$ cat config.mk
export PLATFORM = sky130hd
export DESIGN_NAME = uart_rx_os
export DESIGN_NICKNAME = d
export VERILOG_FILES = /design/src/rtl/uart_rx_os.sv
export SDC_FILE = /design/constraint.sdc
export NUM_CORES = 1
export LEC_CHECK = 0
export BUFFER_PORTS_ARGS = -buffer_cell sky130_fd_sc_hd__buf_4
export CORE_AREA = 3 3 62 64
export DETAILED_ROUTE_END_ITERATION = 12
export DIE_AREA = 0 0 65 67
export HOLD_SLACK_MARGIN = 0.08
export PLACE_DENSITY = 0.66
export RECOVER_POWER = 50
export REMOVE_ABC_BUFFERS = 1
export SYNTH_ARGS = -nofsm -noshare
export SYNTH_HDL_FRONTEND = slang
export SYNTH_SLANG_ARGS = --single-unit
export TNS_END_PERCENT = 10
$ cat constraint.sdc
create_clock -name i_Clock -period 2.5 [get_ports i_Clock]
set_input_delay 0.25 -clock i_Clock [delete_from_list [all_inputs] [get_ports i_Clock]]
set_output_delay 0.25 -clock i_Clock [all_outputs]
set_load 0.02 [all_outputs]
$ cat src/rtl/uart_rx_os.sv
// 16x oversampled UART receiver, 8N1 by default.
// Define UART_RX_PARITY_EN for 8E1 frames with an even-parity check.
module uart_rx_os #(
  parameter int Bits    = 8,
  parameter int OS_TICK = 16,
  parameter int SB_TICK = 16
) (
  input  logic            i_Clock,
  input  logic            i_reset,
  input  logic            i_bd,
  input  logic            i_Rx_Serial,
  output logic [Bits-1:0] o_Rx_Byte,
  output logic            o_Rx_Done,
  output logic            o_Rx_Active,
  output logic            o_Frame_Err,
  output logic            o_Parity_Err
);

  localparam int TMAX = (OS_TICK > SB_TICK) ?
                        OS_TICK : SB_TICK;
  localparam int CW = $clog2(TMAX);
  localparam int IW = (Bits > 1) ? $clog2(Bits) : 1;

  localparam logic [CW-1:0] MID    = CW'(OS_TICK/2 - 1);
  localparam logic [CW-1:0] END_OS = CW'(OS_TICK - 1);
  localparam logic [CW-1:0] END_SB = CW'(SB_TICK - 1);
  localparam logic [IW-1:0] LAST   = IW'(Bits - 1);

  typedef enum logic [2:0] {
    IDLE, START, DATA, PARITY, STOP, BREAK
  } state_t;

  state_t          state;
  logic [CW-1:0]   cnt;
  logic [IW-1:0]   idx;
  logic [Bits-1:0] sh;
  logic            rx_q;
  logic            rx_s;

  always_ff @(posedge i_Clock or posedge i_reset) begin
    if (i_reset) begin
      rx_q <= 1'b1;
      rx_s <= 1'b1;
    end else begin
      rx_q <= i_Rx_Serial;
      rx_s <= rx_q;
    end
  end

`ifdef UART_RX_PARITY_EN
  logic par;
`else
  assign o_Parity_Err = 1'b0;
`endif

  always_ff @(posedge i_Clock or posedge i_reset) begin
    if (i_reset) begin
      state       <= IDLE;
      cnt         <= '0;
      idx         <= '0;
      sh          <= '0;
      o_Rx_Byte   <= '0;
      o_Rx_Done   <= 1'b0;
      o_Rx_Active <= 1'b0;
      o_Frame_Err <= 1'b0;
`ifdef UART_RX_PARITY_EN
      par          <= 1'b0;
      o_Parity_Err <= 1'b0;
`endif
    end else begin
      o_Rx_Done   <= 1'b0;
      o_Frame_Err <= 1'b0;
`ifdef UART_RX_PARITY_EN
      o_Parity_Err <= 1'b0;
`endif
      unique case (state)
        IDLE: begin
          if (!rx_s) begin
            state       <= START;
            cnt         <= '0;
            o_Rx_Active <= 1'b1;
          end
        end
        START: begin
          if (i_bd) begin
            if (cnt == MID) begin
              cnt <= '0;
              if (!rx_s) begin
                state <= DATA;
                idx   <= '0;
              end else begin
                state       <= IDLE;
                o_Rx_Active <= 1'b0;
              end
            end else begin
              cnt <= cnt + 1'b1;
            end
          end
        end
        DATA: begin
          if (i_bd) begin
            if (cnt == END_OS) begin
              cnt <= '0;
              sh  <= {rx_s, sh[Bits-1:1]};
              if (idx == LAST) begin
`ifdef UART_RX_PARITY_EN
                state <= PARITY;
`else
                state <= STOP;
`endif
              end else begin
                idx <= idx + 1'b1;
              end
            end else begin
              cnt <= cnt + 1'b1;
            end
          end
        end
`ifdef UART_RX_PARITY_EN
        PARITY: begin
          if (i_bd) begin
            if (cnt == END_OS) begin
              cnt   <= '0;
              par   <= rx_s;
              state <= STOP;
            end else begin
              cnt <= cnt + 1'b1;
            end
          end
        end
`endif
        STOP: begin
          if (i_bd) begin
            if (cnt == END_SB) begin
              cnt <= '0;
              if (rx_s) begin
                state       <= IDLE;
                o_Rx_Active <= 1'b0;
`ifdef UART_RX_PARITY_EN
                if (par ^ (^sh)) begin
                  o_Parity_Err <= 1'b1;
                end else begin
                  o_Rx_Byte <= sh;
                  o_Rx_Done <= 1'b1;
                end
`else
                o_Rx_Byte <= sh;
                o_Rx_Done <= 1'b1;
`endif
              end else begin
                // Line stuck low: report once, wait out the break
                o_Frame_Err <= 1'b1;
                state       <= BREAK;
              end
            end else begin
              cnt <= cnt + 1'b1;
            end
          end
        end
        BREAK: begin
          if (rx_s) begin
            state       <= IDLE;
            o_Rx_Active <= 1'b0;
          end
        end
        default: begin
          state       <= IDLE;
          cnt         <= '0;
          o_Rx_Active <= 1'b0;
        end
      endcase
    end
  end

endmodule

# Word level (Yosys, flattened, before mapping)
# Cells that the tools add are included.
[word_totals]
ff_bits = 31
inputBits = 4
out_inout_bits = 12
wordCells = 82
[op_classes]
add_sub_neg = 2
n_eq_ne = 19
n_mux = 40
bitwise = 2
n_reduce_logical = 9
[ops]
columns = ["cell", "count"]
rows = [
  ["$mux 3", 16],
  ["$ne 2x2->1 const B", 11],
  ["$mux 4", 5],
  ["$pmux 4 s4", 1],
  ["$pmux 3 s5", 1],
  ["$mux 1", 14],
  ["$eq 3x3->1 const B", 3],
  ["$reduce_and 9->1", 1],
  ["$reduce_and 4->1", 2],
  ["$reduce_and 7->1", 1],
  ["$pmux 3 s2", 1],
  ["$reduce_and 6->1", 1],
  ["$pmux 1 s5", 1],
  ["$add 4x1->4 const B", 1],
  ["$eq 4x3->1 const B", 1],
  ["$eq 4x4->1 const B", 1],
  ["$add 3x1->3 const B", 1],
  ["$eq 3x1->1 const B", 1],
  ["$eq 3x2->1 const B", 1],
  ["$logic_not 3->1", 1],
  ["$reduce_and 3->1", 1],
  ["$mux 2", 1],
  ["$ne 2x1->1 const B", 1],
  ["$not 1->1", 2],
  ["2 further kinds", 2],
]

# Longest topological paths before layout
# Gate-level depths: netlist of the first run.
[depth]
word_depth = 5
depth_mapped = 6

# Worst setup path after synthesis of the first run
# OpenSTA, ideal clock, no wires.
[synth_timing]
path_kind = "register to register"
from = "reg cnt[0]"
to = "reg o_Rx_Byte[0]"
setup_time_ps = 125
t_arrival_ps = 1697
t_required_ps = 2375
path_slack_ps = 677
stages_incl_launch_ff = 7
path_buffers = 1
period_less_slack_ps = 1823
cell_sequence = "dfrtp_1 ha_1 and3_4 nand2_4 or4_4 buf_6 mux2_4"
[synth_between]
elab_chain_cells = 2
[synth_rtl]
columns = ["item", "line", "text"]
rows = [
  ["start: declaration", "34", "logic [CW-1:0] cnt;"],
  ["start signal: assignment", "96", "cnt <= cnt + 1'b1;"],
  ["start signal: assignment", "115", "cnt <= cnt + 1'b1;"],
  ["start signal: assignment", "156", "cnt <= cnt + 1'b1;"],
  ["$eq 4x4->1", "134", "if (cnt == END_SB) begin"],
  ["$reduce_and 4->1 (no source line)", "n/a", ""],
  ["end signal: assignment", "147", "o_Rx_Byte <= sh;"],
  ["end: declaration", "12", "output logic [Bits-1:0] o_Rx_Byte,"],
]
# Every way passes these cells.
# A chain may end at the register's enable or synchronous reset.

# Worst setup path in the final report of the first run
[layout_timing]
from = "reg cnt[0]"
to = "reg o_Rx_Byte[3]"
# The elaborated chain is that of the path after synthesis.

==> results.sh, run 1 <==
export IMPL_antenna_found_initial=0
export IMPL_worstSetupStartpoint="cnt[0]"
export IMPL_dpl_worst_slack_ns=0.574
export IMPL_ant_nets=0
export IMPL_clock_path_buffers=2
export IMPL_drv_cap=0
export IMPL_htree_num_levels=2
export IMPL_setup_viol=0
export IMPL_numClockSinks=31
export IMPL_synth_top_area_share_pct=49.2
export IMPL_drt_initial_drc_count=48
export IMPL_fill_cells=320
export IMPL_die_y_um=67
export IMPL_ctsResizeCount=0
export IMPL_fin_util_pct=49.6
export IMPL_drive_gt1_share_pct=28.5
export IMPL_place_congestion=0.819
export IMPL_die_x_um=65
export IMPL_grt_use_total_pct=14.0
export IMPL_nNetsFinal=143
export IMPL_min_period_ns=1.94
export IMPL_synth_seq_cells=31
export IMPL_end_kind="flop"
export IMPL_yosysMostFrequentCell="dfrtp_1"
export IMPL_rows=21
export IMPL_setup_tns_ns=0
export IMPL_worstMarginPinSlew_ns=0.919
export IMPL_hold_violations=0
export IMPL_netlist_cell_type_count=42
export IMPL_initial_core_util_pct=44.2
export IMPL_cts_buffers=5
export IMPL_syn_avg_cell_area_um2=12.5
export IMPL_avgViaCountPerCell=5.17
export IMPL_timing_final_ws_setup_ns=0.561
export IMPL_path_class="flop to flop"
export IMPL_cp_arrival_ns=2.15
export IMPL_fmax_ghz=0.516
export IMPL_vdd_drop_max_v=0.000394
export IMPL_root_buffer="clkbuf_4"
export IMPL_hold_buffers=2
export IMPL_core_um2=3340
export IMPL_r2r_start="cnt[0]"
export IMPL_cts_tree="built"
export IMPL_synth_common_cells="dfrtp_1 (29), mux2_2 (9), mux2_4 (8), nand2_1 (8), nor2_1 (6)"
export IMPL_yosys_warnings=0
export IMPL_status="finished clean"
export IMPL_slew_limit_headroom_pct=38.7
export IMPL_synth_top_area_cell="dfrtp_1"
export IMPL_io_buffers=14
export IMPL_dpl_cell_count=173
export IMPL_stdcell_count=183
export IMPL_drv_slew=0
export IMPL_post_cts_setup_buffer_count=0
export IMPL_drt_pass1_iterations=6
export IMPL_area_growth_pct=12.3
export IMPL_syn_instance_count=118
export IMPL_num_io_pins=16
export IMPL_dieArea_um2=4360
export IMPL_drc=0
export IMPL_async_flop_share_pct=100
export IMPL_netlist_area_um2=1470
export IMPL_dp_hpwl_um=1790
export IMPL_hp_class="flop to flop"
export IMPL_clk_pin_slew_ns=0.10
export IMPL_finalWirelength_um=2580
export IMPL_grt_max_degree=19
export IMPL_rsz0062_at_grt="no"
export IMPL_leakage_nw=0.790
export IMPL_crit_fanout=9
export IMPL_vias=946
export IMPL_synth_edf_count=0
export IMPL_grt_pass1_vias=965
export IMPL_cp_required_ns=2.71
export IMPL_fin_skew_ns=0.00905
export IMPL_worstHoldStart="rx_q"
export IMPL_worstSkewPairLatency_ns=0.33
export IMPL_n_antenna_cell=0
export IMPL_synth_seq_area_share_pct=52.8
export IMPL_netlist_top_cells_area="dfrtp_1 (49%), mux2_4 (8.1%), mux2_2 (6.9%)"
export IMPL_ys_flop_type="dfrtp_1"
export IMPL_overflow=0
export IMPL_wire_per_inst_um=14.1
export IMPL_critPathLaunchType="flop"
export IMPL_grt_pass1_wl_um=4560
export IMPL_period_share_pct=77.5
export IMPL_p_per_area_nw_per_um2=718
-- area by class of cell --
| type | instances | area, µm² | area share [%] |
|---|---|---|---|
| Inverter | 5 | 18.8 | 1.13 |
| Timing Repair Buffer | 17 | 87.6 | 5.29 |
| Clock buffer | 6 | 51.3 | 3.10 |
| Clock inverter | 2 | 35.0 | 2.12 |
| Multi-Input combinational cell | 76 | 627 | 37.9 |
| Sequential cell | 31 | 778 | 47.0 |
| Tap cell | 46 | 57.6 | 3.48 |
-- sequential cells by signal, indices dropped and copies added, names as in the netlist --
| name | count |
|---|---|
| cnt | 4 |
| idx | 3 |
| o_Frame_Err | 1 |
| o_Rx_Active | 1 |
| o_Rx_Byte | 8 |
| o_Rx_Done | 1 |
| rx_q | 1 |
| rx_s | 1 |
| sh | 8 |
| state | 3 |
-- logic make-up (layout without fill, tap and decap cells) --
logic type | count (synthesis) | in the layout | synth area share, %
simple gates | 33 | 33 | 13.2
fa+ha+maj | 3 | 3 | 2.55
flops | 31 | 31 | 52.8
xor+xnor | 2 | 2 | 1.19
compound gates | 20 | 20 | 10.3
other cells | 1 | 1 | 0.254
mux | 17 | 17 | 15.0
buf+inv | 11 | 30 | 4.67
-- path summary, 6_finish.rpt --
path / endpoint / slack (ns) / cells after the start
worst max register to register: o_Rx_Byte[3] / 0.56 / 5
worst max-delay path: o_Rx_Byte[3] / 0.56 / 5
max in group asynchronous: o_Frame_Err / 0.76 / 4
min in group asynchronous: cnt[3] / 0.52 / 3
worst min-delay path: rx_s / 0.36 / 0
worst min register to register: rx_s / 0.36 / 0
-- routing by layer --
layer	share of wire (%)	GRT usage, %	vias to the layer above
met2	47	21.1	11
li1	-	-	451
met4	1.2	7.12	0
met1	48	18.4	479
met5	0	0	-
met3	3.1	3.54	5
-- report_power, final --
part | leakage (nW) | internal, mW | switching (mW) | total, mW
sequential | 0.406 | 0.544 | 0.0603 | 0.604
combinational | 0.335 | 0.0824 | 0.0940 | 0.176
clock | 0.0482 | 0.236 | 0.172 | 0.408
total | 0.789 | 0.862 | 0.326 | 1.19
-- worst max-delay path, cell delays in order (launching register included) --
cell and delay [ns]:
dfrtp_1 0.40, ha_1 0.23, and3_4 0.24, nand2_4 0.07, or4_4 0.55, mux2_4 0.34
-- stage by stage --
step	hold slack (ns)	cell area (µm²)	total power, mW
after global routing	0.366	1660	1.27
after floorplan	0.254	1420	0.744
final	0.361	1660	1.19
after global placement	0.325	1590	0.784
after CTS	0.358	1700	1.21
after detailed placement	0.337	1590	0.794
-- layout by cell type, fill, tap and decap left out, drive strengths merged, types with 2 or more instances in the layout --
cell	instances
dfrtp	29
clkbuf	20
mux2	17
nand2	9
nor2	7
inv	5
o21ai	4
nor3	3
a21oi	3
ha	3
o22ai	3
nand3	2
a21o	2
a22o	2
nor4	2
dlygate4sd3	2
dfstp	2
and3	2
Note: power is estimated with default switching activity, not from simulation.
==> run 2: changes to the inputs <==
Clock period 2.5 ns to 1.8 ns, I/O delays scaled along.
==> results.sh, run 2 (synthesis gave the netlist of run 1 again) <==
export IMPL_period_share_pct=102
export IMPL_internal_power_mw=1.12
export IMPL_dieArea_um2=4360
export IMPL_antenna_found_initial=0
export IMPL_path_buf_inv=0
export IMPL_layout_commonest_cell="dfrtp_1"
export IMPL_vias=973
export IMPL_hold_violations=0
export IMPL_worstSkewPairLatency_ns=0.33
export IMPL_grt_max_degree=32
export IMPL_switching_power_mw=0.460
export IMPL_crit_fanout=9
export IMPL_setup_viol=8
export IMPL_rsz0062_at_grt="yes"
export IMPL_cp_required_ns=2.02
export IMPL_setup_tns_ns=-0.170
export IMPL_clk_pin_slew_ns=0.09
export IMPL_avgViaCountPerCell=4.99
export IMPL_grt_pass1_vias=949
export IMPL_ant_nets=0
export IMPL_clock_path_buffers=2
export IMPL_top_regs="o_Rx_Byte (8), sh (8), cnt (4)"
export IMPL_rows=21
export IMPL_dp_hpwl_um=1890
export IMPL_die_y_um=67
export IMPL_drc=0
export IMPL_status="finished, violations left"
export IMPL_vdd_drop_max_v=0.000502
export IMPL_initial_core_util_pct=44.2
export IMPL_pwr_share_comb_pct=20.8
export IMPL_post_cts_setup_buffer_count=0
export IMPL_drt_initial_drc_count=38
export IMPL_critPathMaxStageDelay_ns=0.54
export IMPL_grt_pass1_wl_um=4370
export IMPL_critPathSlowestCell="or4_4"
export IMPL_cp_arrival_ns=2.05
export IMPL_n_antenna_cell=0
export IMPL_num_io_pins=16
export IMPL_finalWirelength_um=2620
export IMPL_drv_slew=0
export IMPL_end_kind="flop"
export IMPL_path_class="flop to flop"
export IMPL_drv_cap=0
export IMPL_drt_pass1_iterations=4
export IMPL_root_buffer="clkbuf_4"
export IMPL_pwr_share_clk_pct=26.7
export IMPL_cp_top_family="simple AND/OR/NAND/NOR gates"
export IMPL_crit_chain="ha_1 -> and3_4 -> nand2_4 -> or4_4 -> mux2_4"
export IMPL_die_x_um=65
export IMPL_area_growth_pct=21.3
export IMPL_switching_share_pct=29.2
export IMPL_cts_tree="built"
export IMPL_timing_final_ws_setup_ns=-0.0320
export IMPL_io_buffers=14
export IMPL_violations="negative setup slack"
export IMPL_min_period_ns=1.83
export IMPL_fin_util_pct=53.6
export IMPL_holdWs_ns=0.304
export IMPL_core_um2=3340
export IMPL_htree_num_levels=2
export IMPL_numClockSinks=31
export IMPL_fin_skew_ns=0.00711
export IMPL_wire_per_inst_um=13.4
export IMPL_place_congestion=0.768
export IMPL_critPathLaunchType="flop"
export IMPL_p_seq_share_pct=52.5
export IMPL_hp_class="primary input to flop"
export IMPL_nNetsFinal=155
export IMPL_layout_common_cells="dfrtp_1 (27), buf_4 (23), mux2_2 (9)"
export IMPL_cts_buffers=5
export IMPL_grt_use_total_pct=13.5
export IMPL_fmax_ghz=0.546
export IMPL_overflow=0
export IMPL_leakage_nw=0.887
export IMPL_p_per_area_nw_per_um2=882
export IMPL_drive_gt1_share_pct=44.3
export IMPL_worstMarginPinSlew_ns=0.742
export IMPL_slew_limit_headroom_pct=50.5
[run 2: cell types whose count changed in the layout (fill, tap and decap cells not counted)]
cell,delta
or3_4,+1
clkbuf_1,-11
buf_12,+1
a2111oi_0,-1
nor3_1,-1
nor3_2,+1
a2111oi_1,+1
clkbuf_2,+1
dfrtp_2,+2
buf_4,+22
dfrtp_1,-2
bufinv_16,-1
or3_1,-1
[run 2: power groups by stage]
| stage | clock (mW) | combinational, mW | sequential (mW) |
|---|---|---|---|
| 6_report | 0.421 | 0.328 | 0.827 |
| 5_1_grt | 0.475 | 0.379 | 0.839 |
| 4_1_cts | 0.435 | 0.332 | 0.828 |
| 3_5_place_dp | 0 | 0.326 | 0.841 |
| 3_3_place_gp | 0 | 0.313 | 0.835 |
| 2_1_floorplan | 0 | 0.193 | 0.841 |
[run 2: timing repair]
item                                   in CTS  in global routing
pin swaps                                   0                  0
endpoints found under the hold margin      30                  0
gates cloned                                0                  0
setup endpoints to repair                   8                 12
resized for setup                           0                  5
hold buffers                                2                  0
[run 2: area by class of cell]
| class | count | area (µm²) |
|---|---|---|
| Clock inverter | 1 | 5.00 |
| Multi-Input combinational cell | 76 | 638 |
| Inverter | 5 | 18.8 |
| Timing Repair Buffer | 29 | 233 |
| Fill cell | 305 | 1550 |
| Tap cell | 46 | 57.6 |
| Clock buffer | 7 | 55.1 |
| Sequential cell | 31 | 781 |
[run 2: worst reg2reg max path: cells and delay by family (launching register included)]
family                   cells  cell delay [ns]
adder cells (fa/ha/maj)      1             0.18
multiplexers                 1             0.34
flip-flops                   1             0.39
AND/OR/NAND/NOR              3             0.81
[run 2: final timing paths]
check	slack [ns]	depth (start not counted)	end	start
max	-0.03	5	o_Rx_Byte[1]	cnt[1]
min	0.30	4	cnt[1]	i_bd
max reg2reg	-0.03	5	o_Rx_Byte[1]	cnt[1]
min reg2reg	0.36	0	rx_s	rx_q
max in group asynchronous	0.67	4	state[0]	i_reset
min in group asynchronous	0.61	4	cnt[0]	i_reset
[run 2: per-stage QoR]
stage | area, µm² | std cells | power [mW] | worst slack [ns]
floorplan | 1420 | 112 | 1.03 | 0.00223
global placement | 1700 | 185 | 1.15 | 0.0467
detailed placement | 1700 | 185 | 1.17 | -0.0238
CTS | 1780 | 195 | 1.59 | -0.0393
global route | 1790 | 195 | 1.69 | -0.0936
finish | 1790 | 195 | 1.58 | -0.0320
[run 2: layer usage]
layer	share of wire (%)	vias up	track usage [%]
li1	-	485	-
met1	46	472	17.1
met2	49	13	21.3
met3	3.6	3	5.06
met4	0.84	0	3.96
met5	0	-	0
